==> config.mk <==
export PLATFORM = sky130hd
export DESIGN_NAME = ace_snoop_responder
export DESIGN_NICKNAME = d
export VERILOG_FILES = /design/src/rtl/ace_snoop_responder.sv
export SDC_FILE = /design/constraint.sdc
export NUM_CORES = 1
export LEC_CHECK = 0
export BUFFER_PORTS_ARGS = -buffer_cell sky130_fd_sc_hd__buf_2
export CAP_MARGIN = 30
export CORE_AREA = 2 2 210 212
export DETAILED_ROUTE_END_ITERATION = 8
export DIE_AREA = 0 0 212 214
export HOLD_SLACK_MARGIN = 0.05
export PLACE_DENSITY_LB_ADDON = 0.3
export SETUP_SLACK_MARGIN = 0.15
export SYNTH_ARGS = -nofsm -noshare
export SYNTH_HDL_FRONTEND = slang
export SYNTH_SLANG_ARGS = --single-unit
==> constraint.sdc <==
create_clock -name clk_i -period 4.5 [get_ports clk_i]
set_input_delay 0.9 -clock clk_i [delete_from_list [all_inputs] [get_ports clk_i]]
set_output_delay 0.9 -clock clk_i [all_outputs]
set_load 0.05 [all_outputs]
==> src/rtl/ace_snoop_responder.sv <==
// ACE snoop responder: accepts AC snoops, looks the line up in the local cache,
// returns the CR response, streams the line on CD when data is transferred, and
// issues a one-cycle coherence-state update to the cache.
module ace_snoop_responder #(
    parameter int unsigned ADDR_WIDTH = 64,
    parameter int unsigned DATA_WIDTH = 64,
    parameter int unsigned LINE_BEATS = 4
) (
    input  logic                             clk_i,
    input  logic                             rst_ni,
    // AC snoop request
    input  logic                             ac_valid_i,
    output logic                             ac_ready_o,
    input  logic [ADDR_WIDTH-1:0]            ac_addr_i,
    input  logic [3:0]                       ac_snoop_i,
    // CR snoop response
    output logic                             cr_valid_o,
    input  logic                             cr_ready_i,
    output logic [4:0]                       cr_resp_o,
    // CD snoop data
    output logic                             cd_valid_o,
    input  logic                             cd_ready_i,
    output logic [DATA_WIDTH-1:0]            cd_data_o,
    output logic                             cd_last_o,
    // Cache lookup port
    output logic                             lookup_req_o,
    output logic [ADDR_WIDTH-1:0]            lookup_addr_o,
    input  logic                             lookup_valid_i,
    input  logic                             lookup_hit_i,
    input  logic                             lookup_unique_i,
    input  logic                             lookup_dirty_i,
    input  logic [DATA_WIDTH*LINE_BEATS-1:0] lookup_data_i,
    // Cache state update
    output logic                             upd_valid_o,
    output logic [ADDR_WIDTH-1:0]            upd_addr_o,
    output logic                             upd_hit_o,
    output logic                             upd_unique_o,
    output logic                             upd_dirty_o
);

    localparam int unsigned CntW = (LINE_BEATS > 1) ? $clog2(LINE_BEATS) : 1;
    localparam logic [CntW-1:0] LastBeat = CntW'(LINE_BEATS - 1);

    localparam logic [3:0] SnpReadOnce          = 4'b0000;
    localparam logic [3:0] SnpReadShared        = 4'b0001;
    localparam logic [3:0] SnpReadClean         = 4'b0010;
    localparam logic [3:0] SnpReadNotSharedDirty = 4'b0011;
    localparam logic [3:0] SnpReadUnique        = 4'b0111;
    localparam logic [3:0] SnpCleanShared       = 4'b1000;
    localparam logic [3:0] SnpCleanInvalid      = 4'b1001;
    localparam logic [3:0] SnpMakeInvalid       = 4'b1101;
    localparam logic [3:0] SnpDvmComplete       = 4'b1110;
    localparam logic [3:0] SnpDvmMessage        = 4'b1111;

    typedef enum logic [1:0] {StIdle, StLookup, StResp, StData} state_e;

    state_e                               state_q, state_d;
    logic [ADDR_WIDTH-1:0]                addr_q, addr_d;
    logic [3:0]                           snoop_q, snoop_d;
    logic [4:0]                           resp_q, resp_d;
    logic [LINE_BEATS-1:0][DATA_WIDTH-1:0] line_q, line_d;
    logic [CntW-1:0]                      cnt_q, cnt_d;
    logic                                 upd_pend_q, upd_pend_d;
    logic                                 upd_hit_q, upd_hit_d;
    logic                                 upd_unique_q, upd_unique_d;
    logic                                 upd_dirty_q, upd_dirty_d;

    // State and captured-transaction registers; reset abandons any in-flight snoop.
    always_ff @(posedge clk_i or negedge rst_ni) begin
        if (!rst_ni) begin
            state_q      <= StIdle;
            addr_q       <= '0;
            snoop_q      <= '0;
            resp_q       <= '0;
            line_q       <= '0;
            cnt_q        <= '0;
            upd_pend_q   <= 1'b0;
            upd_hit_q    <= 1'b0;
            upd_unique_q <= 1'b0;
            upd_dirty_q  <= 1'b0;
        end else begin
            state_q      <= state_d;
            addr_q       <= addr_d;
            snoop_q      <= snoop_d;
            resp_q       <= resp_d;
            line_q       <= line_d;
            cnt_q        <= cnt_d;
            upd_pend_q   <= upd_pend_d;
            upd_hit_q    <= upd_hit_d;
            upd_unique_q <= upd_unique_d;
            upd_dirty_q  <= upd_dirty_d;
        end
    end

    // Next-state, response computation and output decode.
    always_comb begin
        state_d      = state_q;
        addr_d       = addr_q;
        snoop_d      = snoop_q;
        resp_d       = resp_q;
        line_d       = line_q;
        cnt_d        = cnt_q;
        upd_pend_d   = upd_pend_q;
        upd_hit_d    = upd_hit_q;
        upd_unique_d = upd_unique_q;
        upd_dirty_d  = upd_dirty_q;

        ac_ready_o    = 1'b0;
        cr_valid_o    = 1'b0;
        cr_resp_o     = '0;
        cd_valid_o    = 1'b0;
        cd_data_o     = '0;
        cd_last_o     = 1'b0;
        lookup_req_o  = 1'b0;
        lookup_addr_o = addr_q;
        upd_valid_o   = 1'b0;
        upd_addr_o    = '0;
        upd_hit_o     = 1'b0;
        upd_unique_o  = 1'b0;
        upd_dirty_o   = 1'b0;

        unique case (state_q)
            StIdle: begin
                ac_ready_o = 1'b1;
                if (ac_valid_i) begin
                    addr_d     = ac_addr_i;
                    snoop_d    = ac_snoop_i;
                    resp_d     = '0;
                    upd_pend_d = 1'b0;
                    case (ac_snoop_i)
                        SnpReadOnce, SnpReadShared, SnpReadClean, SnpReadNotSharedDirty,
                        SnpReadUnique, SnpCleanShared, SnpCleanInvalid,
                        SnpMakeInvalid: state_d = StLookup;
                        SnpDvmComplete, SnpDvmMessage: state_d = StResp;
                        default: begin
                            resp_d  = 5'b00010;
                            state_d = StResp;
                        end
                    endcase
                end
            end

            StLookup: begin
                lookup_req_o = 1'b1;
                if (lookup_valid_i) begin
                    line_d       = lookup_data_i;
                    state_d      = StResp;
                    resp_d       = '0;
                    upd_pend_d   = 1'b0;
                    upd_hit_d    = 1'b0;
                    upd_unique_d = 1'b0;
                    upd_dirty_d  = 1'b0;
                    // resp = {WasUnique, IsShared, PassDirty, Error, DataTransfer}
                    if (lookup_hit_i) begin
                        case (snoop_q)
                            SnpReadOnce: begin
                                resp_d = {lookup_unique_i, 1'b1, 1'b0, 1'b0, 1'b1};
                            end
                            SnpReadShared, SnpReadClean, SnpReadNotSharedDirty: begin
                                resp_d     = {lookup_unique_i, 1'b1, lookup_dirty_i, 1'b0, 1'b1};
                                upd_pend_d = 1'b1;
                                upd_hit_d  = 1'b1;
                            end
                            SnpReadUnique: begin
                                resp_d     = {lookup_unique_i, 1'b0, lookup_dirty_i, 1'b0, 1'b1};
                                upd_pend_d = 1'b1;
                            end
                            SnpCleanInvalid: begin
                                resp_d     = {lookup_unique_i, 1'b0, lookup_dirty_i, 1'b0,
                                              lookup_dirty_i};
                                upd_pend_d = 1'b1;
                            end
                            SnpMakeInvalid: begin
                                resp_d     = {lookup_unique_i, 4'b0000};
                                upd_pend_d = 1'b1;
                            end
                            SnpCleanShared: begin
                                resp_d       = {lookup_unique_i, 1'b1, lookup_dirty_i, 1'b0,
                                                lookup_dirty_i};
                                // Only a dirty line needs its state changed.
                                upd_pend_d   = lookup_dirty_i;
                                upd_hit_d    = 1'b1;
                                upd_unique_d = lookup_unique_i;
                            end
                            default: resp_d = '0;
                        endcase
                    end
                end
            end

            StResp: begin
                cr_valid_o = 1'b1;
                cr_resp_o  = resp_q;
                if (cr_ready_i) begin
                    upd_valid_o  = upd_pend_q;
                    upd_addr_o   = upd_pend_q ? addr_q : '0;
                    upd_hit_o    = upd_pend_q & upd_hit_q;
                    upd_unique_o = upd_pend_q & upd_unique_q;
                    upd_dirty_o  = upd_pend_q & upd_dirty_q;
                    upd_pend_d   = 1'b0;
                    if (resp_q[0]) begin
                        state_d = StData;
                        cnt_d   = '0;
                    end else begin
                        state_d = StIdle;
                    end
                end
            end

            StData: begin
                cd_valid_o = 1'b1;
                cd_data_o  = line_q[cnt_q];
                cd_last_o  = (cnt_q == LastBeat);
                if (cd_ready_i) begin
                    if (cnt_q == LastBeat) begin
                        state_d = StIdle;
                    end else begin
                        cnt_d = cnt_q + CntW'(1);
                    end
                end
            end

            default: state_d = StIdle;
        endcase
    end

endmodule

Word-level counts from Yosys, hierarchy flattened:

Cells that the tools add are included.

* register bits: 336
* bits of input ports: 333
* output and inout bits: 206
* logic and storage cells: 107

* add/subtract/negate cells: 1
* $lt $le $gt $ge: 1
* equal/unequal tests: 27
* mux-type cells: 47
* bitwise logic cells: 2
* reduce and logical (&&, ||, !) cells: 17

Operator list (count)
* 64-bit 2-to-1 mux: 5
* 64-bit binary-select mux with 2-bit select: 1
* 4-bit equality test, second input constant: 8
* 5-bit one-hot mux with 6 select lines: 1
* 2-bit 2-to-1 mux: 12
* 5-bit 2-to-1 mux: 4
* 1-bit 2-to-1 mux: 19
* 4-bit by 2-bit equality test with 1-bit output, second input constant: 4
* 2-bit != test, second input constant: 7
* 5-bit one-hot mux with 2 select lines: 1
* 5-bit AND reduction: 2
* 10-bit OR reduction: 1
* 4-bit by 1-bit equality test with 1-bit output, second input constant: 2
* 4-bit by 3-bit equality test with 1-bit output, second input constant: 2
* 4-bit logical NOT: 2
* 2-bit one-hot mux with 4 select lines: 1
* 8-bit OR reduction: 1
* 2-bit equality test, second input constant: 3
* 6-bit OR reduction: 1
* 2-bit one-hot mux with 2 select lines: 1
* 2-bit AND reduction: 2
* 4-bit AND reduction: 1
* 2-bit nonzero test: 2
* 4-bit OR reduction: 1
* other kinds (10): 11

Logic depth before layout (Yosys ltp):

* depth after elaboration: 6
* gate-level depth with buffers: 8
* gate-level depth less buffers: 5

Least setup slack after synthesis:

Ideal clock, no wire load.

* path type: reg2out
* start: reg state_q[1]
* end: out upd_addr_o[37]
* arrival time: 2.336 ns
* required time: 3.600 ns
* slack: 1.264 ns
* stages on the path, launching flop included: 6
* path buffers: 2
* path through: dfrtp_1 > buf_2 > and2b_1 > and3_1 > clkbuf_1 > and2_1

* longest elaborated chain between the ends: 2

RTL lines
* start: declaration: line 57 `state_e state_q, state_d;`
* start signal: assignment: line 71 `state_q <= StIdle;`
* start signal: assignment: line 82 `state_q <= state_d;`
* 2-bit equality test: line 122 `unique case (state_q)`
* 64-bit 2-to-1 mux: line 122
* end: declaration: line 35 `output logic [ADDR_WIDTH-1:0] upd_addr_o,`

Every way passes these cells.

Worst setup path after layout:

* start: reg state_q[0]
* end: out upd_addr_o[59]

Same word-level chain as after synthesis.

==> results.cfg <==
[place]
dp.final_hpwl_um = 34500
place.gp.congestion = 0.921
dp_cells = 2590
placed_cell_area_um2 = 18500
port-buffer-count = 537

[clocking]
cts.reportedPaths.clkPinSlew_ns = 0.06
cts_tree = yes
cts-root-buf = clkbuf_16
cts_inserted_buffers = 41
cts_hold_buffers = 0
post_cts_buffers = 0
clock_latency_ns = 0.55
postCtsResizedCells = 0
clockBufferDepth = 3
cts_sinks = 336
cts_max_level = 2

[route]
drcViolationCount = 0
antenna_left = 0
routed_wl_um = 47200
drt-wirelength-per-cell_um = 17.7
detailedRoute.firstPassIterationCount = 4
vias = 12500
routed_via_density = 4.68
drtIter0Drc = 728

[timing]
hold_viol = 0
slew_viol_final = 0
rsz0062_at_grt = no
tightest_slew_ns = 0.900
setup_viol = 0
finalSetupTns_ns = 0
period_needed_ns = 3.71
period_share = 0.824
skew_ns = 0.0135
timing.fmax_mhz = 270
slew_headroom = 0.400

[power_and_ir_drop]
power.total_uw = 14900
max-vdd-ir-drop_mv = 0.384
power.leakage_uw = 0.0108
cellPowerDensity_nw_per_um2 = 749

[layout]
final_common_cell = nand2_1
post-route-util = 0.465
nNetsFinal = 2382
syn_to_final_growth_pct = 30.8
drive_gt1_frac = 0.335
design_area_um2 = 20000
final_cells = 2671
most-common-layout-cells = nand2_1, buf_2, dfrtp_1, and2_1, mux2_1

[logic_synthesis]
syn-num-nets = 1879
ys_ff_latch = 336
synth-seq-area-share = 0.551
yosys_warnings = 0
synthArstFlopShare = 1.00
avgSynthCellArea_um2 = 9.88
synthFlopType = dfrtp_1
synth_edf_count = 0
synth_cell_types = 37
synthesis.area_um2 = 15300
syn-instance-count = 1545

[grt]
grt_pass1_wl_um = 73100
grtUsageTotal = 0.207
grt_max_degree = 111
antenna_found_initial = 16
grt_pass1_vias = 13001
grt_overflow = 0

[floorplanning]
die_x_um = 212
io_pins = 539
die_h_um = 214
die_area_um2 = 45400
start_util = 0.356
placementRows = 76
core_area_um2 = 42900

[critical_path]
cp_max_fo = 67
worst-setup-path-type = reg -> out
critPathRequiredTime_ns = 3.60
worst_ep_arrival_time_ns = 2.81
critPathLaunchType = register
endpoint_kind = output port

[worst_hold_path]
hold_path_class = in -> async

[job]
drv_cap = 0

[run_status]
outcome = finished clean
per-layer routing:
layer,routed length (µm),track usage,vias up
li1,-,-,5944
met1,18900,0.242,6039
met2,23300,0.357,414
met3,3710,0.0638,85
met4,1240,0.0714,18
met5,129,0,-
cell type report:
| class | count | area [µm²] |
|---|---|---|
| Fill cell | 4135 | 22900 |
| Sequential cell | 336 | 8420 |
| Multi-Input combinational cell | 1108 | 6370 |
| Timing Repair Buffer | 559 | 3000 |
| Clock buffer | 62 | 1270 |
| Tap cell | 585 | 732 |
| Clock inverter | 11 | 140 |
| Antenna cell | 8 | 20.0 |
| Inverter | 2 | 7.51 |
sequential cells by signal, summed over array words and instances (netlist names):
name,cells
line_q,256
lookup_addr_o,64
resp_q,5
snoop_q,4
cnt_q,2
state_q,2
upd_hit_q,1
upd_pend_q,1
upd_unique_q,1
path summary, 6_finish.rpt:
path                                   from           endpoint  slack [ns]  depth (start not counted)
worst max register to register   state_q[0]         line_q[69]        2.17                          6
worst min-delay path                 rst_ni  lookup_addr_o[19]        0.44                          1
min in group clk_i              line_q[144]        line_q[144]        0.47                          2
worst max-delay path             state_q[0]     upd_addr_o[59]        0.79                          4
worst min register to register  line_q[144]        line_q[144]        0.47                          2
max in group asynchronous            rst_ni  lookup_addr_o[27]        3.11                          2
critical path, cell delays in order (launching register included):
cell and delay, ns:
dfrtp_1 0.51, and2b_1 0.41, and3_2 0.81, and2_1 0.24, buf_2 0.26
cell usage after synthesis (2+ instances only):
| cell type | number | area (µm²) |
|---|---|---|
| dfrtp_1 | 336 | 8410 |
| nand2b_1 | 2 | 12.5 |
| nand2_1 | 783 | 2940 |
| a32o_1 | 2 | 20.0 |
| nor2b_1 | 2 | 12.5 |
| buf_2 | 49 | 245 |
| and2_1 | 139 | 870 |
| buf_4 | 12 | 90.1 |
| clkbuf_2 | 3 | 15.0 |
| nand3_1 | 4 | 20.0 |
| and3_1 | 2 | 12.5 |
| nor2_1 | 4 | 15.0 |
| a22o_1 | 3 | 26.3 |
| o21ai_0 | 15 | 75.1 |
| mux2i_1 | 2 | 20.0 |
| and3b_1 | 2 | 17.5 |
| clkbuf_1 | 31 | 116 |
| mux2_1 | 67 | 754 |
| inv_1 | 2 | 7.51 |
| mux4_2 | 64 | 1440 |
| buf_1 | 4 | 15.0 |
| a21oi_1 | 2 | 10.0 |
power breakdown:
part           switching (µW)  internal (µW)
Combinational            3800           2200
Sequential               1080           4440
Clock                    1300           2110
Total                    6180           8760
logic make-up (layout without fill, tap and decap cells):
logic type      after synthesis  after routing  synth area share
flops                       336            336             0.551
simple gates                944            944             0.258
fa+ha+maj                     1              1          0.000820
mux                         133            133             0.145
buf+inv                     101            634            0.0321
other cells                   1              9          0.000246
compound gates               29             29            0.0123
stage by stage:
| stage | hold WS, ns | setup WS [ns] |
|---|---|---|
| after CTS | 0.456 | 0.754 |
| after global routing | 0.486 | 0.649 |
| final | 0.436 | 0.794 |
| after detailed placement | 0.457 | 1.30 |
| after floorplan | 0.440 | 1.26 |
| after global placement | 0.451 | 1.41 |
(Power assumes the default switching activity.)
